## src/rtl/demux_pkg.sv

```systemverilog
// Shared constants, helper function and channel-index type for the
// 1-to-N stream demultiplexer.
package demux_pkg;

    localparam int DEFAULT_DATA_W = 8;
    localparam int DEFAULT_NCH    = 4;

    // Ceiling log2 for elaboration-time widths; returns 0 for value <= 1.
    function automatic int clog2(input int value);
        int result;
        result = 0;
        for (int i = 0; i < 31; i++) begin
            if ((1 << i) < value) begin
                result = i + 1;
            end
        end
        return result;
    endfunction

    localparam int DEFAULT_SEL_W = clog2(DEFAULT_NCH);

    // Channel index for the default channel count.
    typedef logic [DEFAULT_SEL_W-1:0] ch_idx_t;

endpackage

```

## src/rtl/demux_slot.sv

```systemverilog
// One output channel of the demux: a single-entry valid/data register.
// The slot is free when empty or when its word leaves this cycle, so a
// drain and a refill can happen on the same edge.
module demux_slot #(
    parameter int DATA_W = 8
) (
    input  logic              clk,
    input  logic              rst,
    input  logic              i_load,
    input  logic [DATA_W-1:0] i_data,
    input  logic              i_ready,
    output logic              o_valid,
    output logic [DATA_W-1:0] o_data,
    output logic              o_free
);

    logic              r_valid;
    logic [DATA_W-1:0] r_data;

    // Load takes priority over drain; a held word stays put until drained.
    always_ff @(posedge clk or posedge rst) begin
        if (rst) begin
            r_valid <= 1'b0;
            r_data  <= '0;
        end else if (i_load) begin
            r_valid <= 1'b1;
            r_data  <= i_data;
        end else if (i_ready) begin
            r_valid <= 1'b0;
        end
    end

    assign o_valid = r_valid;
    assign o_data  = r_data;
    assign o_free  = !r_valid || i_ready;

endmodule

```

## src/rtl/demux_1xn_stream.sv

```systemverilog
// Registered 1-to-NCH stream demultiplexer with unicast and broadcast.
//
// Handshake: a word moves on any edge where valid && ready are both high
// at that interface. in_ready never looks at in_valid; out_valid never
// drops or changes data while the matching out_ready is low.
module demux_1xn_stream
    import demux_pkg::*;
#(
    parameter  int DATA_W = DEFAULT_DATA_W,
    parameter  int NCH    = DEFAULT_NCH,
    localparam int SEL_W  = clog2(NCH)
) (
    input  logic                  clk,
    input  logic                  rst,
    input  logic                  in_valid,
    output logic                  in_ready,
    input  logic [DATA_W-1:0]     in_data,
    input  logic [SEL_W-1:0]      in_sel,
    input  logic                  in_bcast,
    output logic [NCH-1:0]        out_valid,
    input  logic [NCH-1:0]        out_ready,
    output logic [NCH*DATA_W-1:0] out_data,
    output logic                  err_sel
);

    logic [NCH-1:0] w_free;
    logic [NCH-1:0] w_load;
    logic           w_sel_ok;
    logic           w_in_ready;
    logic           w_xfer;
    logic           r_err_sel;

    assign w_sel_ok = (32'(in_sel) < NCH);

    // Accept decision: broadcast needs every slot free (never partial),
    // unicast needs only its target, out-of-range is always accepted and dropped.
    always_comb begin
        w_in_ready = 1'b1;
        if (in_bcast) begin
            w_in_ready = &w_free;
        end else if (w_sel_ok) begin
            w_in_ready = w_free[in_sel];
        end
    end

    assign in_ready = w_in_ready;
    assign w_xfer   = in_valid && w_in_ready;

    // Per-slot load enable; an out-of-range select matches no slot.
    always_comb begin
        w_load = '0;
        for (int k = 0; k < NCH; k++) begin
            w_load[k] = w_xfer && (in_bcast || (32'(in_sel) == k));
        end
    end

    // Sticky error: set when an out-of-range unicast word is accepted.
    always_ff @(posedge clk or posedge rst) begin
        if (rst) begin
            r_err_sel <= 1'b0;
        end else if (w_xfer && !in_bcast && !w_sel_ok) begin
            r_err_sel <= 1'b1;
        end
    end

    assign err_sel = r_err_sel;

    for (genvar g = 0; g < NCH; g++) begin : g_slot
        demux_slot #(
            .DATA_W (DATA_W)
        ) u_slot (
            .clk     (clk),
            .rst     (rst),
            .i_load  (w_load[g]),
            .i_data  (in_data),
            .i_ready (out_ready[g]),
            .o_valid (out_valid[g]),
            .o_data  (out_data[g*DATA_W +: DATA_W]),
            .o_free  (w_free[g])
        );
    end

endmodule

```

## config.mk

```make
export PLATFORM = sky130hd
export DESIGN_NAME = demux_1xn_stream
export DESIGN_NICKNAME = d
export VERILOG_FILES = /design/src/rtl/demux_pkg.sv /design/src/rtl/demux_slot.sv /design/src/rtl/demux_1xn_stream.sv
export SDC_FILE = /design/constraint.sdc
export NUM_CORES = 1
export LEC_CHECK = 0
export CORE_UTILIZATION = 35
export CTS_CLUSTER_DIAMETER = 40
export CTS_CLUSTER_SIZE = 30
export DETAILED_ROUTE_END_ITERATION = 12
export MAX_ROUTING_LAYER = met4
export SLEW_MARGIN = 5
export SYNTH_ARGS = -nofsm -noshare
export SYNTH_HDL_FRONTEND = slang
export SYNTH_SLANG_ARGS = --single-unit
```

## constraint.sdc

```tcl
create_clock -name clk -period 2.3 [get_ports clk]
set_input_delay 0.46 -clock clk [delete_from_list [all_inputs] [get_ports clk]]
set_output_delay 0.46 -clock clk [all_outputs]
set_load 0.02 [all_outputs]
```

# After elaboration in Yosys (flattened, before gate mapping)
# Index checks and enable logic that the tools add are counted.
# op_classes
n_lt_le_gt_ge	1
eq_ne	3
mux	11
n_reduce_logical	23
# op_table
op	n
$mux W1	10
$logic_or A1 B1 Y1	8
$reduce_bool A2 Y1	4
$logic_and A1 B1 Y1	5
$eq A2 B2 Y1 const B	2
$logic_not A1 Y1	4
$reduce_and A4 Y1	1
$lt A2 B3 Y1 const B	1
$bmux W1 S2	1
$eq A2 B1 Y1 const B	1
$logic_not A2 Y1	1
# word_totals
ff_bits	36
in_bits	18
out_inout_bits	38
wordCells	46

# Logic depth before layout (Yosys ltp)
# Gate-level depths: netlist (run 1).
# depth
depth_word	8
depth_mapped	4
mapped_depth_nobuf	4

# Hierarchy
# Synthesis (run 1) repeated with hierarchy kept, for this count alone.
# unflattened
hier_cells	102
hier_area_um2	1622.8
# modules_own_cells
mod	instances	cells_each	area_each_um2
demux_slot	4	21	372.9
demux_1xn_stream	1	18	131.4

# Least setup slack after synthesis (run 1)
# OpenSTA, ideal clock, no wires.
# synth_timing
path_kind	in2out
from	in in_bcast
to	out in_ready
t_arrival_ns	1.482
setup_slack_ns	0.358
cell_stages	3
path_cell_list	o21ba_2 > o221ai_4 > nor3_1
# synth_via
elab_chain_cells	1
# synth_lines
item	line_no	text
start: declaration	demux_1xn_stream.sv:19	input logic in_bcast,
$mux W1	demux_1xn_stream.sv:39	if (in_bcast) begin
end: declaration	demux_1xn_stream.sv:16	output logic in_ready,
# Every way passes these cells.

# Final worst setup path (run 1)
# layout_timing
from	in out_ready[2]
to	reg g_slot[0].u_slot.r_data[1]
# layout_via
elab_chain_cells	6
# layout_lines
item	line_no	text
start: declaration	demux_1xn_stream.sv:21	input logic [NCH-1:0] out_ready,
$logic_or A1 B1 Y1 (*)	demux_slot.sv:35	assign o_free = !r_valid || i_ready;
$bmux W1 S2	demux_1xn_stream.sv:42	w_in_ready = w_free[in_sel];
$mux W1 (implied by the code)	demux_1xn_stream.sv:42	
$mux W1 (*)	demux_1xn_stream.sv:39	
$logic_and A1 B1 Y1 (*)	demux_1xn_stream.sv:47	assign w_xfer = in_valid && w_in_ready;
$logic_and A1 B1 Y1 (*)	demux_1xn_stream.sv:53	w_load[k] = w_xfer && (in_bcast || (32'(in_sel) == k));
end signal: assignment	demux_slot.sv:27	r_data <= i_data;
end: declaration	demux_slot.sv:18	logic [DATA_W-1:0] r_data;
# Every way passes the cells marked *; elsewhere a longest branch is shown, timed or not. The select of a mux whose other input is x is not followed.
# A chain may end at the register's enable or synchronous reset.

==> results by group, run 1 <==
Status
  – Outcome: completed

STA
  – Final hold vios: 0
  – Max Fclk: 444 MHz
  – Worst-margin pin slew: between 0.6 and 0.7 ns
  – Fin. max-slew vios: 0
  – Tmin final: 2.25 ns
  – Unrepaired setup endpoints after global routing: no
  – Final worst-path cycle share: 97.9%
  – Slew margin rel.: between 50% and 60%
  – Setup Skew: between 0.004 and 0.005 ns
  – Final setup viols: 0

Cells and area
  – Number of diodes: 0
  – Filler Cells Inserted: 372
  – Design area: roughly 0.0024 sq mm
  – Most frequent cells in the layout: 51 x clkdlybuf4s50_1, 36 x dfrtp_1, 27 x mux2_2
  – Area delta synth->final: 45.3%
  – Final #Nets: ~190
  – Commonest non-fill, non-tap cell in the layout: clkdlybuf4s50_1
  – Finished Core Util: ~54%
  – Share of cells above drive strength 1: between 30% and 40%

Die
  – # rows: 24
  – I/O Pins: 56
  – Die area: approximately 0.0049 sq mm
  – Starting Density: roughly 37%
  – Die H: roughly 70 um
  – Width of the die: ~70 um
  – Core footprint: around 0.0044 sq mm

Synthesis
  – Number of library cell types mapped by synthesis: 21
  – Mapped Area: 0.00163 sq mm
  – Seq/Total Area, Yosys: a little under three fifths
  – Post-Synthesis Cells: between 100 and 150
  – Synth Area in Compound Gates: 12.1%
  – YS warnings: 0
  – Dominant cell type by area after synthesis: dfrtp_1
  – Mux share of post-synthesis cell area: 23.3%
  – Post-Synth Adder-Cell Area: 0%
  – Post-synthesis area per instance: approximately 16 sq um
  – Synth area leaders: dfrtp_1 55%, mux2_2 19%, a221oi_4 4.8%
  – Simple-gate area share of the yosys netlist: 5.30%
  – Flops & latches, synth: 36
  – XOR/XNOR Fraction of Synth Area: 0%
  – Synthesized net count: 121
  – Synth top area share: 55.3%
  – Largest family of logic cells by synthesized area: multiplexers

Clocking
  – Number of buffers created by CTS: 5
  – Worst skew pair latency: ~0.28 ns
  – CTS H-tree lvls: 2
  – CTS Root Cell: clkbuf_8
  – Max Root-Sink Buffers: 2
  – CTS tree: done
  – Clock transition at path regs: 0.07 ns
  – Clock Sinks: 36

Routing
  – Met3 wire length: about 220 um
  – Total vias in the final route: approximately 1100
  – Top routing layer used: met4
  – Antenna viol nets, final: 0
  – # DRC: 0
  – WL per Instance: 15.8 um
  – Post-Route M1 WL: 1610 um
  – Vias per cell: 4.79
  – Drt initial violations: 35
  – First-pass DRT Iterations: 4
  – Met2 wire len: about 1600 um
  – Routed WL: 3490 um

Critical path
  – Setup CP Type: in -> reg
  – CP cell instances: clkdlybuf4s50_1 > nand2b_1 > nand4_4 > a211oi_4 > mux2_2
  – Worst setup path endpoint: g_slot[0].u_slot.o_data[1]
  – Critical Path Start Type: input port
  – R2r setup slk: ~0.32 ns
  – Crit path from: out_ready[2]
  – Crit. End Element: flip-flop
  – Crit Reg-Reg Startpoint: g_slot[3].u_slot.o_valid
  – Slowest CP cell: a211oi_4
  – Crit path buffers/inverters: 1
  – Data arrival, critical path: roughly 2.4 ns
  – Worst Path Required: between 2 and 2.5 ns
  – Delay-heaviest family, CP: compound AO/OA/AOI/OAI gates
  – R2R Path End: g_slot[0].u_slot.o_data[1]
  – Number of cells on the critical path: 5
  – R2R cell count: 5
  – CP max stage delay: about 0.63 ns
  – Peak fanout along the critical path: 9

Placed design
  – Hpwl dp: about 2400 um
  – Dpl cell area: 0.00223 sq mm
  – I/O Buffers: 54
  – Placer Congestion: around 0.89

Power
  – VDD IR max: between 0.0006 and 0.0007 V
  – Static Leak: 1.02 nW
  – Power, Total: roughly 2.6 mW
  – Power density over the cells: 1100 mW/mm^2

Global routing
  – Largest net degree at the start of global routing: 37
  – Gr ovfl total: 0
  – Vias in the first global route: about 1200
  – Global Route Usage Sum: 16.0%
  – Initial antenna violation count: 0
  – First-pass GRT wire length: around 5800 um

Run
  – Max-Cap Viols: 0

Hold path
  – Worst min path class: reg -> reg
[per-layer routing]
layer  track usage (%)  up-vias
li1                  -      494
met1              20.0      516
met2              24.3       39
met3              6.20        5
met4              4.67        0
met5                 -        -
[where the power goes]
group,total (mW),internal (mW),switching (mW),leakage [nW]
Clock,0.435,0.211,0.225,0.0479
Combinational,1.20,0.648,0.547,0.546
Sequential,0.963,0.847,0.115,0.424
Total,2.59,1.71,0.887,1.02
[through the flow]
step / TNS (ns) / setup slack [ns] / cells / hold WS, ns
after CTS: 0 / 0.0355 / 216 / 0.496
after detailed placement: -9.61 / -0.436 / 208 / 0.485
after global placement: -7.99 / -0.384 / 208 / 0.477
final: 0 / 0.0476 / 220 / 0.492
after floorplan: 0 / 0.358 / 103 / 0.465
after global routing: 0 / 0.00218 / 220 / 0.528
[Yosys cell counts, drive strengths merged]
cell and number:
a211oi 1, a21o 4, a21oi 2, a221oi 3, buf 5, clkinv 1
conb 1, dfrtp 36, inv 5, mux2 32, nand2 1, nand2b 3
nand4 1, nor3 1, o211ai 1, o21ba 1, o221ai 1, or2b 3
or4bb 1
[sequential cells by signal, indices dropped and copies added (netlist names)]
name,cells
g_slot.u_slot.o_data,32
g_slot.u_slot.o_valid,4
[logic make-up (layout without fill, tap and decap cells)]
logic type / after synthesis / in the layout
flops: 36 / 36
mux: 32 / 32
compound gates: 13 / 13
buf+inv: 11 / 76
simple gates: 10 / 10
other cells: 1 / 1
[cell type report]
class | count | area (sq um) | share of cell area (%)
flip-flops and latches | 36 | 901 | 38.1
multi-input cells | 56 | 671 | 28.4
repair buffers | 62 | 618 | 26.1
clock buffers | 5 | 68.8 | 2.91
well taps | 52 | 65.1 | 2.75
inverters | 6 | 22.5 | 0.952
clock inverters | 3 | 18.8 | 0.794
[worst min-delay path by stage]
stage | from | endpoint | cells after the start
2_1_floorplan | g_slot[1].u_slot.o_valid | g_slot[1].u_slot.o_valid | 1
3_3_place_gp | g_slot[1].u_slot.o_valid | g_slot[1].u_slot.o_valid | 1
3_5_place_dp | g_slot[1].u_slot.o_valid | g_slot[1].u_slot.o_valid | 1
4_1_cts | g_slot[1].u_slot.o_valid | g_slot[1].u_slot.o_valid | 1
5_1_grt | g_slot[0].u_slot.o_data[7] | g_slot[0].u_slot.o_data[7] | 1
6_report | g_slot[1].u_slot.o_valid | g_slot[1].u_slot.o_valid | 1
[what timing repair did]
action / 4_1_cts / 5_1_grt
setup buffers: 0 / 4
resized for setup: 8 / 0
hold buffers: 0 / 0
gates cloned: 0 / 0
pin swaps: 0 / 3
setup endpoints to repair: 2 / 25
Power figures use the tool's default switching activity.
==> run 2: changes to the inputs <==
- CAP_MARGIN: not set -> 25
==> results of run 2 <==
The final DEF is identical to that of run 1; final timing and power are the same.
==> run 3: changes to the inputs <==
- CORE_UTILIZATION: 35 -> 45
- PLACE_DENSITY: not set -> 0.8
==> run 3 against run 2 <==
  * Die area down 22%
  * Register-to-register slack better by 0.06 ns
  * Final cell count down 1.4%
  * Sequential share of layout area up 0.16 points
  * Sequential power up 0.8%
  * Core utilization up 16 points
  * Critical path type is now in -> out
  * Setup slack better by 0.048 ns
  * Clock power down 20%
  * Clock-buffer cell count up 2
  * Global-route usage up 4.9 points
==> results by group, run 3 (synthesized netlist as in run 1, its figures left out) <==
Global routing
  – Initial antenna violation count: 0
  – Vias in the first global route: 1253
  – Largest net degree at the start of global routing: 37
  – Global Route Usage Sum: roughly a fifth
  – First-pass GRT wire length: around 6000 um
  – Gr ovfl total: 0

Power
  – Power density over the cells: roughly 1100 mW/mm^2
  – Cell Int Power: 1.65 mW
  – Static Leak: 1.02 nW
  – Combinational power share: around 48%
  – Clk network pwr share: around 14%
  – Switch share: between 30% and 40%
  – Sw Pwr: roughly 870 uW
  – Reg power frac: between 30% and 40%
  – VDD IR max: roughly 0.00074 V

STA
  – Slew margin rel.: between 60% and 70%
  – Max Fclk: ~450 MHz
  – Worst setup margin: about 0.096 ns
  – Setup total negative slack: 0 ns
  – Setup Skew: around 0.0074 ns
  – Tmin final: 2.20 ns
  – Fin. max-slew vios: 0
  – Final hold vios: 0
  – Final worst-path cycle share: 95.8%
  – Unrepaired setup endpoints after global routing: no
  – Final setup viols: 0
  – Worst-margin pin slew: 0.544 ns

Routing
  – WL per Instance: between 15 and 20 um
  – Drt initial violations: between 40 and 50
  – # DRC: 0
  – First-pass DRT Iterations: 4
  – Vias per cell: around 5.0
  – Routed WL: ~3400 um
  – Antenna viol nets, final: 0
  – Total vias in the final route: ~1100

Die
  – Die area: 0.00386 sq mm
  – Core footprint: roughly 0.0034 sq mm
  – # rows: 21
  – Die H: roughly 62 um
  – Starting Density: between 40% and 50%
  – I/O Pins: 56
  – Width of the die: slightly above 60 um

Status
  – Outcome: completed

Cells and area
  – Final cell count without fillers: roughly 220
  – Finished Core Util: 69.5%
  – Design area: 0.00235 sq mm
  – Multi-input gate area: about 670 sq um
  – Filler Cells Inserted: between 200 and 250
  – Register area: approximately 900 sq um
  – Commonest non-fill, non-tap cell in the layout: clkdlybuf4s50_1
  – Max reg flops: 32
  – Share of cells above drive strength 1: a little under two fifths
  – Number of diodes: 0
  – Final #Nets: between 150 and 200
  – Most frequent cells in the layout: 51 x clkdlybuf4s50_1, 36 x dfrtp_1, 27 x mux2_2
  – Area delta synth->final: 44.7%

Clocking
  – Number of buffers created by CTS: 5
  – Clock transition at path regs: ~0.11 ns
  – Worst skew pair latency: roughly 0.33 ns
  – CTS Root Cell: clkbuf_4
  – CTS tree: done
  – Max Root-Sink Buffers: 2
  – Clock Sinks: 36
  – CTS H-tree lvls: 2

Critical path
  – Crit. End Element: output pin
  – Data arrival, critical path: between 1.5 and 2 ns
  – Worst Path Required: 1.84 ns
  – R2R cell count: 4
  – Peak fanout along the critical path: 2
  – Critical Path Start Type: input port
  – Setup CP Type: in -> out

Placed design
  – Placed cells: between 200 and 250
  – Place WS: -0.437 ns
  – Dpl cell area: around 0.0023 sq mm
  – Hpwl dp: 2550 um
  – Placer Congestion: 0.897
  – I/O Buffers: 54

Hold path
  – Worst min path class: in -> async

Run
  – Max-Cap Viols: 0
## run 3: worst paths after layout
| path | start | endpoint | slack [ns] |
|---|---|---|---|
| min in group clk | g_slot[3].u_slot.o_valid | g_slot[3].u_slot.o_valid | 0.51 |
| max in group asynchronous | rst | g_slot[2].u_slot.o_valid | 1.48 |
| min reg2reg | g_slot[3].u_slot.o_valid | g_slot[3].u_slot.o_valid | 0.51 |
| max | out_ready[2] | in_ready | 0.1 |
| max reg2reg | g_slot[1].u_slot.o_valid | g_slot[0].u_slot.o_data[4] | 0.38 |
| min | rst | g_slot[1].u_slot.o_data[5] | 0.51 |
## run 3: power by group through the flow
stage / Combinational (mW) / Clock, mW / Sequential (mW)
3_5_place_dp: 1.19 / 0 / 0.984
2_1_floorplan: 0.392 / 0 / 1.21
4_1_cts: 1.19 / 0.368 / 0.973
3_3_place_gp: 1.17 / 0 / 0.968
5_1_grt: 1.26 / 0.395 / 1.00
6_report: 1.20 / 0.350 / 0.971
## run 3: metal layers
layer,GRT usage [%],routed length [um]
met1,24.0,1460
met5,-,0
met2,34.9,1710
met3,6.80,191
met4,6.10,18
## run 3: critical path, cell delays in order
cell             delay, ns
clkdlybuf4s50_1       0.43
or4bb_4               0.54
o221ai_4              0.08
nor3_1                0.08
buf_2                 0.16
## run 3: final cells by class
| cell class | instances | share of cell area, % |
|---|---|---|
| Multi-Input combinational cell | 56 | 28.5 |
| Tap cell | 46 | 2.44 |
| Sequential cell | 36 | 38.3 |
| Clock buffer | 7 | 2.34 |
| Timing Repair Buffer | 65 | 27.2 |
| Clock inverter | 1 | 0.319 |
| Inverter | 6 | 0.956 |
## run 3: what timing repair did
action	in CTS	in global routing
gates resized for setup	8	0
buffers inserted	0	2
pin swaps	0	2
setup endpoints to repair	1	11
hold buffers	0	0
## run 3: per-stage QoR
step	hold slack (ns)	power (mW)
after floorplan	0.465	1.61
after global placement	0.475	2.14
after detailed placement	0.495	2.17
after CTS	0.503	2.53
after global routing	0.530	2.66
final	0.510	2.52
